===== src/rtl/vision_stream_pkg.sv =====
// Shared stream-word layout, colour type and frame FSM encoding for the colour
// stages of the vision pipeline.
package vision_stream_pkg;

   localparam int SOP_BIT      = 25;
   localparam int EOP_BIT      = 24;
   localparam int RGB_HI       = 23;
   localparam int RGB_LO       = 0;
   localparam int BBOX_COORD_W = 11;

   typedef struct packed {
      logic [7:0] r;
      logic [7:0] g;
      logic [7:0] b;
   } rgb_t;

   typedef enum logic {
      IDLE,
      ACTIVE
   } frame_state_t;

endpackage


===== src/rtl/rgb_range_match.sv =====
// Combinational inclusive colour-range test: match is high when every channel
// of rgb lies within [min_rgb, max_rgb] (unsigned compares).
module rgb_range_match
   import vision_stream_pkg::*;
(
   input  rgb_t rgb,
   input  rgb_t min_rgb,
   input  rgb_t max_rgb,
   output logic match
);

   logic [23:0] val;
   logic [23:0] lo;
   logic [23:0] hi;
   logic [2:0]  ch_ok;

   assign val = rgb;
   assign lo  = min_rgb;
   assign hi  = max_rgb;

   for (genvar gi = 0; gi < 3; gi++) begin : g_chan
      assign ch_ok[gi] = (val[gi*8 +: 8] >= lo[gi*8 +: 8]) &&
                         (val[gi*8 +: 8] <= hi[gi*8 +: 8]);
   end

   assign match = &ch_ok;

endmodule


===== src/rtl/stream_bbox_detect.sv =====
// Pass-through pixel stream stage that finds the per-frame bounding box of
// in-range pixels. Define BBOX_OVERLAY_EN to outline the previous found box.
module stream_bbox_detect
   import vision_stream_pkg::*;
#(
   parameter int          DATA_WIDTH  = 26,
   parameter int          IMAGE_W     = 640,
   parameter int          IMAGE_H     = 480,
   parameter int          COORD_W     = BBOX_COORD_W,
   parameter int          MIN_PIXELS  = 16,
   parameter logic [23:0] OVERLAY_RGB = 24'hFF00FF
)(
   input  logic                  clk,
   input  logic                  rst_n,
   input  logic                  valid_in,
   input  logic [DATA_WIDTH-1:0] data_in,
   output logic                  ready_out,
   output logic                  valid_out,
   output logic [DATA_WIDTH-1:0] data_out,
   input  logic                  ready_in,
   input  logic [23:0]           thr_min,
   input  logic [23:0]           thr_max,
   output logic                  bbox_valid,
   output logic                  bbox_found,
   output logic [COORD_W-1:0]    bbox_x0,
   output logic [COORD_W-1:0]    bbox_y0,
   output logic [COORD_W-1:0]    bbox_x1,
   output logic [COORD_W-1:0]    bbox_y1,
   output logic [2*COORD_W-1:0]  bbox_count,
   output logic                  frame_err
);

   localparam int CNT_W = 2*COORD_W;
   localparam logic [COORD_W-1:0] X_LAST = COORD_W'(IMAGE_W-1);
   localparam logic [COORD_W-1:0] Y_LAST = COORD_W'(IMAGE_H-1);

   frame_state_t       state;
   logic [COORD_W-1:0] x_reg, y_reg, x0_reg, y0_reg, x1_reg, y1_reg;
   logic [CNT_W-1:0]   cnt_reg;
   rgb_t               thr_min_reg, thr_max_reg;
   logic               sat_flag_reg;

   logic               accept, beat_sop, beat_eop, in_frame, match, sat_hit, found_next;
   rgb_t               pix_rgb, cur_min, cur_max;
   logic [COORD_W-1:0] pix_x, pix_y, x0_next, y0_next, x1_next, y1_next;
   logic [CNT_W-1:0]   cnt_next;
   logic [DATA_WIDTH-1:0] out_word;

   assign ready_out = ~valid_out | ready_in;
   assign accept    = valid_in & ready_out;
   assign beat_sop  = data_in[SOP_BIT];
   assign beat_eop  = data_in[EOP_BIT];
   assign in_frame  = accept & (beat_sop | (state == ACTIVE));
   assign pix_rgb   = data_in[RGB_HI:RGB_LO];

   // The sop beat is compared against the thresholds being latched with it.
   assign cur_min = beat_sop ? rgb_t'(thr_min) : thr_min_reg;
   assign cur_max = beat_sop ? rgb_t'(thr_max) : thr_max_reg;

   rgb_range_match u_match (
      .rgb     (pix_rgb),
      .min_rgb (cur_min),
      .max_rgb (cur_max),
      .match   (match)
   );

   always_comb begin
      pix_x   = '0;
      pix_y   = '0;
      sat_hit = 1'b0;
      if (!beat_sop) begin
         if (x_reg == X_LAST) begin
            if (y_reg == Y_LAST) begin
               pix_y   = y_reg;
               sat_hit = 1'b1;
            end else begin
               pix_y = y_reg + 1'b1;
            end
         end else begin
            pix_x = x_reg + 1'b1;
            pix_y = y_reg;
         end
      end
   end

   // Accumulator values including the current beat, so eop can publish at once.
   always_comb begin
      x0_next  = beat_sop ? '1 : x0_reg;
      y0_next  = beat_sop ? '1 : y0_reg;
      x1_next  = beat_sop ? '0 : x1_reg;
      y1_next  = beat_sop ? '0 : y1_reg;
      cnt_next = beat_sop ? '0 : cnt_reg;
      if (match) begin
         if (pix_x < x0_next) x0_next = pix_x;
         if (pix_y < y0_next) y0_next = pix_y;
         if (pix_x > x1_next) x1_next = pix_x;
         if (pix_y > y1_next) y1_next = pix_y;
         if (cnt_next != '1) cnt_next = cnt_next + 1'b1;
      end
   end

   assign found_next = (cnt_next >= CNT_W'(MIN_PIXELS));

`ifdef BBOX_OVERLAY_EN
   logic               ovl_on_reg, on_perim;
   logic [COORD_W-1:0] ovl_x0_reg, ovl_y0_reg, ovl_x1_reg, ovl_y1_reg;

   assign on_perim = in_frame && ovl_on_reg &&
      (((pix_x == ovl_x0_reg || pix_x == ovl_x1_reg) && pix_y >= ovl_y0_reg && pix_y <= ovl_y1_reg) ||
       ((pix_y == ovl_y0_reg || pix_y == ovl_y1_reg) && pix_x >= ovl_x0_reg && pix_x <= ovl_x1_reg));
   assign out_word = on_perim ? {data_in[DATA_WIDTH-1:RGB_HI+1], OVERLAY_RGB} : data_in;

   always_ff @(posedge clk or negedge rst_n) begin
      if (!rst_n) begin
         ovl_on_reg <= 1'b0;
         ovl_x0_reg <= '0;
         ovl_y0_reg <= '0;
         ovl_x1_reg <= '0;
         ovl_y1_reg <= '0;
      end else if (in_frame && beat_eop) begin
         ovl_on_reg <= found_next;
         ovl_x0_reg <= x0_next;
         ovl_y0_reg <= y0_next;
         ovl_x1_reg <= x1_next;
         ovl_y1_reg <= y1_next;
      end
   end
`else
   logic unused_overlay;
   assign unused_overlay = ^OVERLAY_RGB;
   assign out_word = data_in;
`endif

   always_ff @(posedge clk or negedge rst_n) begin
      if (!rst_n) begin
         state        <= IDLE;
         valid_out    <= 1'b0;
         data_out     <= '0;
         x_reg        <= '0;
         y_reg        <= '0;
         x0_reg       <= '0;
         y0_reg       <= '0;
         x1_reg       <= '0;
         y1_reg       <= '0;
         cnt_reg      <= '0;
         thr_min_reg  <= '0;
         thr_max_reg  <= '0;
         sat_flag_reg <= 1'b0;
         bbox_valid   <= 1'b0;
         bbox_found   <= 1'b0;
         bbox_x0      <= '0;
         bbox_y0      <= '0;
         bbox_x1      <= '0;
         bbox_y1      <= '0;
         bbox_count   <= '0;
         frame_err    <= 1'b0;
      end else begin
         bbox_valid <= 1'b0;
         frame_err  <= 1'b0;
         if (ready_out) begin
            valid_out <= valid_in;
            if (valid_in) data_out <= out_word;
         end
         if (in_frame) begin
            x_reg   <= pix_x;
            y_reg   <= pix_y;
            x0_reg  <= x0_next;
            y0_reg  <= y0_next;
            x1_reg  <= x1_next;
            y1_reg  <= y1_next;
            cnt_reg <= cnt_next;
            if (beat_sop) begin
               thr_min_reg  <= thr_min;
               thr_max_reg  <= thr_max;
               sat_flag_reg <= 1'b0;
               if (state == ACTIVE) frame_err <= 1'b1;
            end else if (sat_hit && !sat_flag_reg) begin
               sat_flag_reg <= 1'b1;
               frame_err    <= 1'b1;
            end
            if (beat_eop) begin
               state      <= IDLE;
               bbox_valid <= 1'b1;
               bbox_found <= found_next;
               bbox_count <= cnt_next;
               bbox_x0    <= found_next ? x0_next : '0;
               bbox_y0    <= found_next ? y0_next : '0;
               bbox_x1    <= found_next ? x1_next : '0;
               bbox_y1    <= found_next ? y1_next : '0;
            end else begin
               state <= ACTIVE;
            end
         end
      end
   end

endmodule


===== config.mk =====
export PLATFORM = sky130hd
export DESIGN_NAME = stream_bbox_detect
export DESIGN_NICKNAME = d
export VERILOG_FILES = /design/src/rtl/vision_stream_pkg.sv /design/src/rtl/rgb_range_match.sv /design/src/rtl/stream_bbox_detect.sv
export SDC_FILE = /design/constraint.sdc
export NUM_CORES = 1
export LEC_CHECK = 0
export BUFFER_PORTS_ARGS = -buffer_cell sky130_fd_sc_hd__buf_2
export CAP_MARGIN = 20
export CORE_UTILIZATION = 53
export DETAILED_ROUTE_END_ITERATION = 10
export MAX_ROUTING_LAYER = met4
export PLACE_DENSITY = 0.79
export SYNTH_ARGS = -nofsm -noshare
export SYNTH_HDL_FRONTEND = slang
export SYNTH_SLANG_ARGS = --single-unit

===== constraint.sdc =====
create_clock -name clk -period 4.56 [get_ports clk]
set_clock_uncertainty 0.05 [all_clocks]
set_input_delay 0.684 -clock clk [delete_from_list [all_inputs] [get_ports clk]]
set_output_delay 0.684 -clock clk [all_outputs]
set_load 0.02 [all_outputs]

# Word-level counts from Yosys, hierarchy flattened
# Index checks and enable logic that the tools add are counted.
totals:
  latchBits: 0
  out_inout_bits: 97
  inputBits: 78
  word_cells: 95
  ram_bits: 0
  n_memories: 0
  romBits: 0
  reg_bits: 234
op_classes:
  multipliers: 0
  bitwise_logic: 5
  n_div: 0
  n_addsub: 3
  order_cmp: 11
  n_mux: 38
  eq_ne: 3
  reduce_logical: 10
  n_shift: 0
ops:
  columns: ["operator", "count"]
  rows:
  - ["$mux 11", 21]
  - ["$mux 22", 3]
  - ["$mux 24", 2]
  - ["$ge 8x8->1", 3]
  - ["$le 8x8->1", 3]
  - ["$add 11x1->11 const B", 2]
  - ["$add 22x1->22 const B", 1]
  - ["$ge 22x5->1 const B", 1]
  - ["$gt 11x11->1", 2]
  - ["$lt 11x11->1", 2]
  - ["$ne 22x22->1 const B", 1]
  - ["$mux 1", 12]
  - ["$eq 11x10->1 const B", 1]
  - ["$eq 11x9->1 const B", 1]
  - ["$reduce_and 2->1", 3]
  - ["$logic_and 1x1->1", 4]
  - ["$reduce_and 3->1", 1]
  - ["$and 1x1->1", 2]
  - ["$or 1x1->1", 2]
  - ["$reduce_bool 2->1", 1]
  - ["$logic_not 1->1", 1]
  - ["$not 1->1", 1]

# Logic depth before layout (Yosys ltp)
logic_depth:
  word_depth: 8
  ltp_mapped: 20
  depth_no_buf: 18

# Hierarchy
# Synthesis repeated with hierarchy kept, for this count alone.
unflattened:
  cells_unflattened: 1422
  hier_area_um2: 13518.0
modules_own_cells:
  columns: ["module", "instances", "area_per_inst_um2", "seq_area_each_um2", "cells_each"]
  rows:
  - ["stream_bbox_detect", 1, 12334.3, 5855.6, 1264]
  - ["rgb_range_match", 1, 1183.6, 0.0, 158]

# Worst setup path after synthesis
# No wires, ideal clock.
synth_timing:
  path_type: "input to register"
  from: "input port data_in[25]"
  to: "register bbox_x1[2]"
  setup_time_ns: 0.142
  arrival_ns: 4.967
  path_slack_ns: -0.599
  required_ns: 4.368
  path_stages: 17
  path_buffers: 5
  cell_sequence: "buf_2 > clkbuf_1 > buf_1 > buf_1 > mux2i_1 > ha_1 > nor2b_1 > o211ai_1 > a211o_1 > o2111ai_1 > nor4_1 > xnor2_1 > nand2_1 > or4_4 > nor4_4 > buf_4 > a211oi_1"
synth_via:
  elab_chain_len: 7
synth_lines:
  columns: ["element", "line_no", "text"]
  rows:
  - ["start: declaration", "stream_bbox_detect.sv:16", "input logic [DATA_WIDTH-1:0] data_in,"]
  - ["branches (longest 7 deep; another with $add 22x1->22)", null, null]
  - ["end signal: assignment", "stream_bbox_detect.sv:188", "bbox_x1 <= found_next ? x1_next : '0;"]
  - ["end: declaration", "stream_bbox_detect.sv:27", "output logic [COORD_W-1:0] bbox_x1,"]
# Several ways; the timed one is not identified.
# A chain may end at the register's enable or synchronous reset.

# Final worst setup path
layout_timing:
  from: "register x_reg[1]"
  to: "register bbox_y0[3]"
layout_via:
  elab_chain_len: 7
layout_lines:
  columns: ["element", "line_no", "text"]
  rows:
  - ["start: declaration", "stream_bbox_detect.sv:38", "logic [COORD_W-1:0] x_reg, y_reg, x0_reg, y0_reg, x1_reg, y1_reg;"]
  - ["start signal: assignment", "stream_bbox_detect.sv:165", "x_reg <= pix_x;"]
  - ["$eq 11x10->1", "stream_bbox_detect.sv:72", "if (x_reg == X_LAST) begin"]
  - ["$mux 11", "stream_bbox_detect.sv:72", null]
  - ["$mux 11", "stream_bbox_detect.sv:71", "if (!beat_sop) begin"]
  - ["net pix_y[4]", "stream_bbox_detect.sv:45", "logic [COORD_W-1:0] pix_x, pix_y, x0_next, y0_next, x1_next, y1_next;"]
  - ["$lt 11x11->1", "stream_bbox_detect.sv:95", "if (pix_y < y0_next) y0_next = pix_y;"]
  - ["$mux 11", "stream_bbox_detect.sv:95", null]
  - ["$mux 11", "stream_bbox_detect.sv:93", "if (match) begin"]
  - ["$mux 11", "stream_bbox_detect.sv:187", "bbox_y0 <= found_next ? y0_next : '0;"]
  - ["end signal: assignment", "stream_bbox_detect.sv:187", null]
  - ["end: declaration", "stream_bbox_detect.sv:26", "output logic [COORD_W-1:0] bbox_y0,"]
# The timed path passes the listed nets, and every way through them passes these cells.

==> flow_summary.json <==
{
  "setup.worst_path.class": "reg2reg",
  "setup_tns_ps": 0,
  "power.density_nw_per_um2": 400,
  "ys_seq_area_share_pct": 44.1,
  "fin_area_um2": 15900,
  "vias": 11700,
  "nNetsFinal": 1839,
  "slew-limit-headroom_pct": 48.1,
  "pre_cts_ws_ps": -91.4,
  "firstDrtPassIters": 7,
  "ys_ff_latch": 234,
  "post_cts.repair.setup_buffers": 0,
  "remaining_drc_errors": 0,
  "largest_reg_flops": 26,
  "outcome": "complete, no violations",
  "first_iter_violations": 1098,
  "r2r-start": "x_reg[1]",
  "die_h_um": 160,
  "syn_area_um2": 13300,
  "r2r_cells": 18,
  "cts_tree": "done",
  "finalNonFillerCells": 2015,
  "grt_remaining_overflow": 0,
  "fin_crit_sh_pct": 96.5,
  "hold_class": "in2async",
  "synth_warnings": 0,
  "area_growth_pct": 19.4,
  "htree_levels": 1,
  "drv_cap": 0,
  "slew_violations": 0,
  "cts-hold-fix-buffers": 0,
  "die_w_um": 160,
  "rows": 57,
  "grt_pass1_wl_mm": 58.4,
  "post-synth-top-area-cell": "dfrtp_1",
  "crit_path_end_kind": "flop",
  "synth_edf_count": 0,
  "antenna_found_initial": 3,
  "rsz0062_at_grt": "yes",
  "globalRouteTotalUtil_pct": 28.8,
  "die_area_um2": 25700,
  "initial_utilization_pct": 54.3,
  "synth-async-reset-ratio_pct": 100,
  "setup_viol": 0,
  "final.setup.worst_slack_ps": 161,
  "clock.fmax_mhz": 227,
  "synthCells": 1485,
  "grt_max_degree": 123,
  "ff2ff_setup_slack_ps": 160,
  "whs_ps": 132,
  "syn_area_per_cell_um2": 8.95,
  "synth_top_area_share_pct": 44.1,
  "cp.arrival_ps": 4750,
  "hold_violations": 0,
  "wl_per_cell_um": 17.6,
  "grt_pass1_vias": 11400,
  "cts_num_sinks": 234,
  "drive_above_1_share_pct": 20.1,
  "final_core_util_pct": 64.8,
  "hpwl_mm": 25.0,
  "gp_congestion": 0.932,
  "root_buffer": "clkbuf_16",
  "cp-start-kind": "flop",
  "cts_buffers": 26,
  "synth_area_leaders": "dfrtp_1 44%, ha_1 8.8%, nand2_1 8.0%, o21ai_0 5.2%, nor2_1 4.0%",
  "period_needed_ps": 4400,
  "core_area_um2": 24500,
  "synth_commonest_cells": "284 x nand2_1, 234 x dfrtp_1, 143 x nor2_1",
  "tightest_slew_ps": 778,
  "synth_cell_types": 64,
  "reg2reg_to": "bbox_y0[3]",
  "p_total_mw": 6.34,
  "worstPathMaxFanout": 20,
  "yosysMostFrequentCell": "nand2_1",
  "clk-insertion-delay-late_ps": 530,
  "synth_nets": 1656,
  "portBuffers": 174,
  "dpl.cell_count": 1963,
  "clkTransAtPathRegs_ps": 60,
  "synth_flop_cell": "dfrtp_1",
  "cts_buffer_depth": 3,
  "pin_count": 175,
  "viasPerCell": 5.79,
  "vdd_drop_max_uv": 335,
  "route.antenna.remaining_nets": 0,
  "placed_cell_area_um2": 14800,
  "cellLeakagePower_nw": 7.50,
  "crit_required_ps": 4910,
  "wl_mm": 35.4
}
==> cell type report <==
cell class	count	area, µm²
Clock buffer	34	762
Timing Repair Buffer	246	1470
Sequential cell	234	5860
Clock inverter	14	224
Antenna cell	3	7.51
Fill cell	2005	8600
Tap cell	324	405
Inverter	28	105
Multi-Input combinational cell	1132	7030
==> layout by cell type, fill, tap and decap left out, types with 5 or more instances in the layout <==
cell type and n:
a221oi_1 9, a211oi_1 26, or2_2 5, buf_2 172, nor3_1 45, or3_1 5
nand2_1 282, buf_4 69, a21o_1 8, and4_1 7, nand4_1 24, a21oi_1 65
clkinv_2 7, a31oi_1 8, ha_1 93, mux2i_1 53, bufinv_16 6, nand2b_1 10
mux2_2 22, and3_1 11, o22a_1 12, clkbuf_8 6, xor2_1 13, a32o_1 7
a22o_1 10, dfrtp_1 234, nand3_1 22, inv_1 27, o21a_1 8, clkbuf_16 27
xnor2_1 21, nor2b_1 14, o21ai_0 136, nor2_1 142, o211ai_1 13, and2_1 10
==> where the power goes <==
| group | switching (mW) | internal (mW) |
|---|---|---|
| registers | 0.191 | 2.39 |
| logic | 0.853 | 0.525 |
| clock network | 0.868 | 1.51 |
==> worst max path at each step <==
stage | slack (ps) | startpoint | to | depth (start not counted)
after global routing | -90 | y_reg[1] | bbox_y0[0] | 19
after floorplan | 20 | data_in[25] | bbox_x1[2] | 18
after CTS | 130 | y_reg[1] | bbox_y1[6] | 18
after detailed placement | -90 | data_in[25] | bbox_x1[1] | 14
after global placement | -5 | data_in[25] | bbox_x1[9] | 14
final | 160 | x_reg[1] | bbox_y0[3] | 18
==> cell families (layout without fill, tap and decap cells) <==
| family | after synthesis | in the layout | synth area share [%] |
|---|---|---|---|
| AO/OA/AOI/OAI | 333 | 333 | 15.6 |
| XOR/XNOR | 34 | 34 | 2.24 |
| adder cells (fa/ha/maj) | 93 | 93 | 8.76 |
| buffers and inverters | 119 | 322 | 3.50 |
| flip-flops | 234 | 234 | 44.1 |
| multiplexers | 75 | 75 | 5.86 |
| other | 0 | 3 | 0 |
| AND/OR/NAND/NOR | 597 | 597 | 19.9 |
==> metal layers <==
metal	part of all wire [%]	GRT usage [%]
met1	44	38.8
met2	46	45.4
met3	6.9	4.44
met4	2.4	8.23
met5	0	-
==> timing repair <==
action / CTS / global route
cloned: 0 / 0
endpoints found under the setup margin: 13 / 21
gates resized for setup: 1 / 6
==> critical path, stage by stage, from the launching register on <==
cell	delay, ps
dfrtp_1	430
ha_1	280
and2_1	180
and3_1	210
nand2_1	150
nor3b_1	80
nor3_2	480
ha_1	340
a21o_1	160
a21o_1	170
a21oi_1	160
nor2_1	70
a2111oi_0	450
nor2_1	110
nor4_2	300
buf_6	240
nor2_1	60
a211oi_1	280
nor3_1	70
No activity file was read; power rests on OpenSTA's default activity.
